File: src/rtl/des_pkg.sv
// -----------------------------------------------------------------------------
// des_pkg
// Shared DES definitions for the permutation engine:
//   DES_BLK_W / DES_HALF_W  block and half-block widths
//   DES_IP_TBL / DES_FP_TBL initial and final permutation tables. Entry k-1
//                           holds the source DES bit for output DES bit k.
//                           DES bit 1 is the MSB (vector bit 63).
//   des_perm_mode_e         per-transaction permutation select
//   des_permute()           applies the selected table to a 64-bit block
// -----------------------------------------------------------------------------
package des_pkg;

  localparam int DES_BLK_W  = 64;
  localparam int DES_HALF_W = 32;

  localparam int DES_IP_TBL [DES_BLK_W] = '{
    58, 50, 42, 34, 26, 18, 10,  2,
    60, 52, 44, 36, 28, 20, 12,  4,
    62, 54, 46, 38, 30, 22, 14,  6,
    64, 56, 48, 40, 32, 24, 16,  8,
    57, 49, 41, 33, 25, 17,  9,  1,
    59, 51, 43, 35, 27, 19, 11,  3,
    61, 53, 45, 37, 29, 21, 13,  5,
    63, 55, 47, 39, 31, 23, 15,  7
  };

  localparam int DES_FP_TBL [DES_BLK_W] = '{
    40,  8, 48, 16, 56, 24, 64, 32,
    39,  7, 47, 15, 55, 23, 63, 31,
    38,  6, 46, 14, 54, 22, 62, 30,
    37,  5, 45, 13, 53, 21, 61, 29,
    36,  4, 44, 12, 52, 20, 60, 28,
    35,  3, 43, 11, 51, 19, 59, 27,
    34,  2, 42, 10, 50, 18, 58, 26,
    33,  1, 41,  9, 49, 17, 57, 25
  };

  typedef enum logic {
    DES_PERM_IP = 1'b0,
    DES_PERM_FP = 1'b1
  } des_perm_mode_e;

  // Pure wiring once the loop unrolls: every output bit is one input bit.
  // DES bit n lives at vector index 64-n.
  function automatic logic [DES_BLK_W-1:0] des_permute(
    input logic [DES_BLK_W-1:0] blk,
    input des_perm_mode_e       mode
  );
    logic [DES_BLK_W-1:0] res;
    int                   src;
    res = '0;
    for (int k = 0; k < DES_BLK_W; k++) begin
      src = (mode == DES_PERM_IP) ? DES_IP_TBL[k] : DES_FP_TBL[k];
      res[6'(DES_BLK_W - 1 - k)] = blk[6'(DES_BLK_W - src)];
    end
    return res;
  endfunction

endpackage

File: src/rtl/des_perm_stage.sv
// -----------------------------------------------------------------------------
// des_perm_stage
// One register slot of the permutation pipeline: a valid flop plus a payload
// register, with bubble-collapsing ready chaining (a stage accepts whenever it
// is empty or its downstream neighbour accepts).
//
// Parameters:
//   PW    payload width (result, plus tag when tags are built in)
//   LAST  1 for the output stage: payload is reset to zero and only loads
//         when a valid entry arrives, so the outputs keep the last result
//         across bubbles. Inner stages carry no payload reset.
// Ports:
//   clk_in      clock, rising edge
//   rst_n_in    asynchronous active-low reset (clears valid, LAST payload)
//   i_up_valid  valid from upstream
//   i_up_data   payload from upstream
//   i_dn_ready  ready of the downstream neighbour (or the pipe consumer)
//   o_ready     this stage can load this cycle
//   o_valid     this stage holds a valid entry
//   o_data      payload register
// -----------------------------------------------------------------------------
module des_perm_stage #(
  parameter int PW   = 64,
  parameter bit LAST = 1'b0
) (
  input  logic          clk_in,
  input  logic          rst_n_in,
  input  logic          i_up_valid,
  input  logic [PW-1:0] i_up_data,
  input  logic          i_dn_ready,
  output logic          o_ready,
  output logic          o_valid,
  output logic [PW-1:0] o_data
);

  logic          r_vld;
  logic [PW-1:0] r_pay;

  // Empty slots accept regardless of downstream, which squeezes bubbles out.
  assign o_ready = !r_vld || i_dn_ready;

  always_ff @(posedge clk_in or negedge rst_n_in) begin
    if (!rst_n_in) begin
      r_vld <= 1'b0;
    end else if (o_ready) begin
      r_vld <= i_up_valid;
    end
  end

  if (LAST) begin : g_last
    always_ff @(posedge clk_in or negedge rst_n_in) begin
      if (!rst_n_in) begin
        r_pay <= '0;
      end else if (o_ready && i_up_valid) begin
        r_pay <= i_up_data;
      end
    end
  end else begin : g_inner
    // Payload of an empty inner slot is don't-care, so no reset is needed.
    always_ff @(posedge clk_in) begin
      if (o_ready) begin
        r_pay <= i_up_data;
      end
    end
  end

  assign o_valid = r_vld;
  assign o_data  = r_pay;

endmodule

File: src/rtl/des_perm_pipe.sv
// -----------------------------------------------------------------------------
// des_perm_pipe
// Pipelined DES initial / final permutation engine with valid/ready flow
// control. The permutation is combinational ahead of stage 0; STAGES
// bubble-collapsing register slots follow, and the outputs come straight
// from the last slot's flops.
//
// Build option: define DES_PERM_TAG_EN to add tag_in/tag_out, a sideband tag
// that travels with each block. Without it there are no tag ports or flops
// and TAG_W has no effect.
//
// Parameters:
//   STAGES  register stages between input and output, 1..8
//   TAG_W   tag width (tag build only)
// Ports:
//   clk_in          clock, rising edge
//   rst_n_in        asynchronous active-low reset
//   data_in         64-bit block, data_in[63] = DES bit 1
//   mode_in         0 = IP, 1 = IP^-1 (input is the preoutput R16||L16)
//   data_in_valid   input valid
//   data_in_ready   engine accepts this cycle
//   tag_in          sideband tag in (tag build only)
//   tag_out         tag aligned with result (tag build only)
//   left_data_out   result bits [63:32]
//   right_data_out  result bits [31:0]
//   data_out_valid  result valid
//   data_out_ready  downstream accepts
//   busy_out        any stage holds a valid entry
// -----------------------------------------------------------------------------
module des_perm_pipe
  import des_pkg::*;
#(
  parameter int STAGES = 2,
  parameter int TAG_W  = 4
) (
  input  logic                  clk_in,
  input  logic                  rst_n_in,
  input  logic [DES_BLK_W-1:0]  data_in,
  input  logic                  mode_in,
  input  logic                  data_in_valid,
  output logic                  data_in_ready,
`ifdef DES_PERM_TAG_EN
  input  logic [TAG_W-1:0]      tag_in,
  output logic [TAG_W-1:0]      tag_out,
`endif
  output logic [DES_HALF_W-1:0] left_data_out,
  output logic [DES_HALF_W-1:0] right_data_out,
  output logic                  data_out_valid,
  input  logic                  data_out_ready,
  output logic                  busy_out
);

  if (STAGES < 1 || STAGES > 8) begin : g_bad_stages
    $fatal(1, "des_perm_pipe: STAGES=%0d is outside 1..8", STAGES);
  end

`ifdef DES_PERM_TAG_EN
  localparam int PW = DES_BLK_W + TAG_W;
`else
  // TAG_W is kept as a parameter for a uniform interface but contributes
  // no bits in this build.
  localparam int PW = DES_BLK_W + (0 * TAG_W);
`endif

  // Index s of these vectors is the input side of stage s; index STAGES is
  // the pipe output side.
  logic [STAGES:0] w_vld;
  logic [STAGES:0] w_rdy;
  logic [PW-1:0]   w_pay [STAGES+1];
  logic [DES_BLK_W-1:0] w_perm_p0;

  // ---- combinational permutation, ahead of stage 0 ----
  assign w_perm_p0 = des_permute(data_in, des_perm_mode_e'(mode_in));

`ifdef DES_PERM_TAG_EN
  assign w_pay[0] = {tag_in, w_perm_p0};
`else
  assign w_pay[0] = w_perm_p0;
`endif
  assign w_vld[0]       = data_in_valid;
  assign w_rdy[STAGES]  = data_out_ready;

  // ---- register stages 0..STAGES-1 ----
  for (genvar s = 0; s < STAGES; s++) begin : g_stage
    des_perm_stage #(
      .PW   (PW),
      .LAST (s == STAGES - 1)
    ) u_stage (
      .clk_in     (clk_in),
      .rst_n_in   (rst_n_in),
      .i_up_valid (w_vld[s]),
      .i_up_data  (w_pay[s]),
      .i_dn_ready (w_rdy[s+1]),
      .o_ready    (w_rdy[s]),
      .o_valid    (w_vld[s+1]),
      .o_data     (w_pay[s+1])
    );
  end

  // ---- outputs, straight from the last stage's flops ----
  // data_in_ready depends on stage valids and data_out_ready only, never on
  // data_in_valid.
  assign data_in_ready  = w_rdy[0];
  assign data_out_valid = w_vld[STAGES];
  assign left_data_out  = w_pay[STAGES][DES_BLK_W-1:DES_HALF_W];
  assign right_data_out = w_pay[STAGES][DES_HALF_W-1:0];
  assign busy_out       = |w_vld[STAGES:1];
`ifdef DES_PERM_TAG_EN
  assign tag_out        = w_pay[STAGES][PW-1:DES_BLK_W];
`endif

endmodule

File: config.mk
export PLATFORM = sky130hd
export DESIGN_NAME = des_perm_pipe
export DESIGN_NICKNAME = d
export VERILOG_FILES = /design/src/rtl/des_pkg.sv /design/src/rtl/des_perm_stage.sv /design/src/rtl/des_perm_pipe.sv
export SDC_FILE = /design/constraint.sdc
export NUM_CORES = 1
export LEC_CHECK = 0
export CORE_MARGIN = 5
export CORE_UTILIZATION = 40
export DETAILED_ROUTE_END_ITERATION = 8
export PLACE_DENSITY = 0.68
export SYNTH_ARGS = -nofsm -noshare
export SYNTH_HDL_FRONTEND = slang
export SYNTH_HIERARCHICAL = 1
export SYNTH_SLANG_ARGS = --single-unit
File: constraint.sdc
create_clock -name clk_in -period 2.5 [get_ports clk_in]
set_input_delay 0.625 -clock clk_in [delete_from_list [all_inputs] [get_ports clk_in]]
set_output_delay 0.625 -clock clk_in [all_outputs]
set_load 0.005 [all_outputs]
Yosys cells after proc, flatten, opt, wreduce, memory -nomap -nowiden --
Cells that the tools add are included.
Word-level totals: input port bits 69, flip-flop bits (word level) 64, word-level logic and storage cells 190, output and inout port bits 67
Operators by class: add/sub/neg operators 30, order comparisons 30, mux-type cells 120, reduce and logical (&&, ||, !) cells 6
Operators with widths (count):
- less-than comparator 6 x 8 -> 1 bit (second input constant) | 30
- binary-select mux 1 bit (select 6 bit) | 30
- subtractor 1 x 6 -> 6 bit (first input constant) | 24
- 2-to-1 mux 6 bit | 16
- 2-to-1 mux 1 bit | 60
- 2-to-1 mux 5 bit | 8
- subtractor 1 x 5 -> 6 bit (first input constant) | 6
- 2-to-1 mux 3 bit | 6
- zero test 1 bit | 2
- logical OR 1 bit | 2
- OR reduction 2 bit | 1
- logical AND 1 bit | 1

Depth between registers and ports, before layout --
depth in word-level cells 5, mapped depth 4, mapped depth without buffers 3

Hierarchy --
Netlist, hierarchy kept.
Modules (own cells, without submodules):
- des_perm_stage at g_stage[1].u_stage | times used 1, area an instance 2671.3 um^2, cells each 138, sequential area each 1626.6 um^2
- des_perm_stage at g_stage[0].u_stage | times used 1, area an instance 1969.4 um^2, cells each 67, sequential area each 1946.9 um^2
- des_perm_pipe | times used 1, area an instance 494.2 um^2, cells each 35, sequential area each 0.0 um^2

Worst setup path after synthesis --
No wires, ideal clock.
kind input to output, start input port data_out_ready, end output port data_in_ready, cell stages on the path 2, required time 1.875 ns, data arrival time 1.300 ns, buffers on the path 0, slack 0.575 ns, path through nand2b_4 nand2b_4
On the way: cells in the longest elaborated chain, start to end 2
Ends and longest elaborated chain:
- start: declaration | RTL line des_perm_pipe.sv:49 | input logic data_out_ready,
- logical OR 1 bit (2 in series) | RTL line des_perm_stage.sv:40 | assign o_ready = !r_vld || i_dn_ready;
- end: declaration | RTL line des_perm_pipe.sv:41 | output logic data_in_ready,
No other way between the ends.

Final worst setup path --
start register g_stage[0].u_stage.r_vld, end output port busy_out
On the way: cells in the longest elaborated chain, start to end 1
Ends and longest elaborated chain:
- start: declaration | RTL line des_perm_stage.sv:36 | logic r_vld;
- start signal: assignment | RTL line des_perm_stage.sv:46 | r_vld <= i_up_valid;
- OR reduction 2 bit | RTL line des_perm_pipe.sv:107 | assign busy_out = |w_vld[STAGES:1];
- end: declaration | RTL line des_perm_pipe.sv:50 | output logic busy_out
No other way between the ends.

==> out/metrics.cfg <==
[cts]
cts_buffers = 17
cts_tree = built
clock-root-buffer = clkbuf_16
clkTransAtPathRegs_ns = 0.05
clk-insertion-delay-late_ns = 0.40
max-clock-path-buffers = 2
cts_sinks = 130
htreeDepth = 4
cts_hold_buf = 0

[die]
start_util_pct = 40.7
die_width_um = 123
dieArea_um2 = 15200
core_um2 = 12600
die_y_um = 123
io_pins = 136
num_rows = 41

[min_path]
hold_path.class = in2async

[logic_synthesis]
synth_flop_cell = dfrtp_1
synth_area_leaders = edfxtp_1, dfrtp_1, mux2_4
ys_top_cells_by_count = mux2_4, dfrtp_1, edfxtp_1, buf_6, mux2_2
synthDistinctLibCells = 11
synth_cells = 240
yosysSeqAreaShare_pct = 69.6
synth-seq-cells = 130
ys_async_sr_fraction_pct = 50.8
synth_top_area_share_pct = 37.4
synth_most_common_cell = mux2_4
synth.largest_area_cell = edfxtp_1
synth_edf_count = 64
syn_area_per_cell_um2 = 21.4
syn_area_um2 = 5130
yosys_warnings = 6

[status]
status = finished clean

[place]
port_buffers = 118
dpl_worst_slack_ns = 0.0174
place.gp.congestion = 0.689

[critical_path]
crit_fanout = 4
regToRegSetupSlack_ns = 0.96
r2r-end = g_stage[0].u_stage/o_data[29]$_DFFE_PP_
worstRegToRegCells = 4
crit_type = reg2out
required_ns = 1.88
startpoint = g_stage[0].u_stage/o_valid$_DFFE_PN0P_
cp-start-kind = flip-flop
worstPathArrival_ns = 1.63
rr_startpoint = g_stage[1].u_stage/o_valid$_DFFE_PN0P_
crit_path_end = busy_out
end_kind = primary output

[routing]
drt_iter0_markers = 67
wl_mm = 8.49
antenna_left = 0
drc_errors = 0
vias = 2518
wl_per_cell_um = 14.3
dr.pass1.iters = 4
viasPerCell = 4.25

[grt]
grt_pass1_vias = 2761
grt_pass1_wl_mm = 13.9
overflow = 0
grt_max_degree = 67
antenna_found_initial = 1
grt.total_usage_pct = 12.2

[sta]
drv_slew = 0
skew_ns = 0.00513
tightest_slew_ns = 0.816
period_minus_slack_ns = 2.25
post-route-period-util_pct = 90.0
setup_ws_ns = 0.250
setup_viol = 0
whs_ns = 0.329
rsz0062_at_grt = false
finalHoldViolCount = 0
max_freq_ghz = 0.444
slew_headroom_pct = 45.6

[layout]
nNetsFinal = 477
num_antenna_cells = 0
area_growth_pct = 40.5
fillerInstances = 1002
layout-drive-gt1-share_pct = 32.3

[power_and_ir_drop]
power.total_mw = 6.25
p_per_area_nw_per_um2 = 866
vdd_drop_max_uv = 428
cellLeakagePower_nw = 3.12

[job]
cap_viol_max_count = 0

==> logic make-up (layout without fill, tap and decap cells) <==
family	count (synthesis)	after routing	synth area share (%)
multiplexers	94	94	27.2
flip-flops	130	130	69.6
AND/OR/NAND/NOR	6	6	1.17
other	1	33	0.0730
buffers and inverters	9	158	1.97
==> worst min path at each step <==
stage,slack (ns),cells past startpoint,start,endpoint
2_1_floorplan,0.33,0,rst_n_in,g_stage[0].u_stage/o_valid$_DFFE_PN0P_
3_3_place_gp,0.46,1,g_stage[0].u_stage/o_data[63]$_DFFE_PP_,g_stage[1].u_stage/o_data[63]$_DFFE_PN0P_
3_5_place_dp,0.46,1,g_stage[0].u_stage/o_data[50]$_DFFE_PP_,g_stage[1].u_stage/o_data[50]$_DFFE_PN0P_
4_1_cts,0.36,1,rst_n_in,g_stage[1].u_stage/o_data[43]$_DFFE_PN0P_
5_1_grt,0.39,1,rst_n_in,g_stage[1].u_stage/o_data[48]$_DFFE_PN0P_
6_report,0.33,1,rst_n_in,g_stage[1].u_stage/o_data[48]$_DFFE_PN0P_
==> worst max-delay path, stage by stage, from the launching register on <==
cell             delay, ns
dfrtp_1               0.46
or2_2                 0.32
clkdlybuf4s50_1       0.44
==> registers in the layout, indices dropped and copies added (netlist names) <==
register,cells
g_stage.u_stage/o_data,128
g_stage.u_stage/o_valid,2
==> metal layers <==
metal	global-route usage [%]	vias up	share of wire [%]
li1	-	1194	-
met1	15.1	1210	43
met2	18.2	99	45
met3	6.40	15	10
met4	4.78	0	1.6
met5	0	-	0
==> power breakdown <==
group | leakage (nW) | total (mW) | internal (mW) | switching (mW)
clock | 0.272 | 2.37 | 1.52 | 0.845
sequential | 1.42 | 2.75 | 2.59 | 0.161
combinational | 1.43 | 1.13 | 0.809 | 0.323
total | 3.12 | 6.25 | 4.92 | 1.33
==> area by class of cell <==
class / instances / area, um2 / share of cell area [%]
clock buffers: 23 / 469 / 6.50
clock inverters: 9 / 106 / 1.47
multi-input cells: 133 / 1580 / 21.9
flip-flops and latches: 130 / 3570 / 49.5
well taps: 172 / 215 / 2.98
repair buffers: 126 / 1270 / 17.6
==> timing repair <==
item	CTS	global route
hold endpoints to repair	0	0
endpoints found under the setup margin	1	0
resized for setup	1	0
buffers inserted	0	0
==> placed cells by master, fill, tap and decap left out, drive strengths merged <==
master         instances
clkinv                 4
conb                  33
clkdlybuf4s50        115
clkinvlp               3
nand2b                 4
bufinv                 2
nand2                  1
buf                   10
edfxtp                64
dlygate4sd2            1
mux2                  94
or2                    1
dfrtp                 66
clkbuf                23
==> stage by stage <==
| stage | setup TNS, ns | std cells | utilization (%) | cell area, um2 |
|---|---|---|---|---|
| 2_1_floorplan | 0 | 272 | - | 5260 |
| 6_report | 0 | 593 | 57.2 | 7210 |
| 3_5_place_dp | 0 | 561 | 52.6 | 6640 |
| 3_3_place_gp | -0.00551 | 561 | 52.6 | 6640 |
| 5_1_grt | 0 | 593 | 57.2 | 7210 |
| 4_1_cts | 0 | 593 | 57.2 | 7210 |
(Power assumes the default switching activity.)
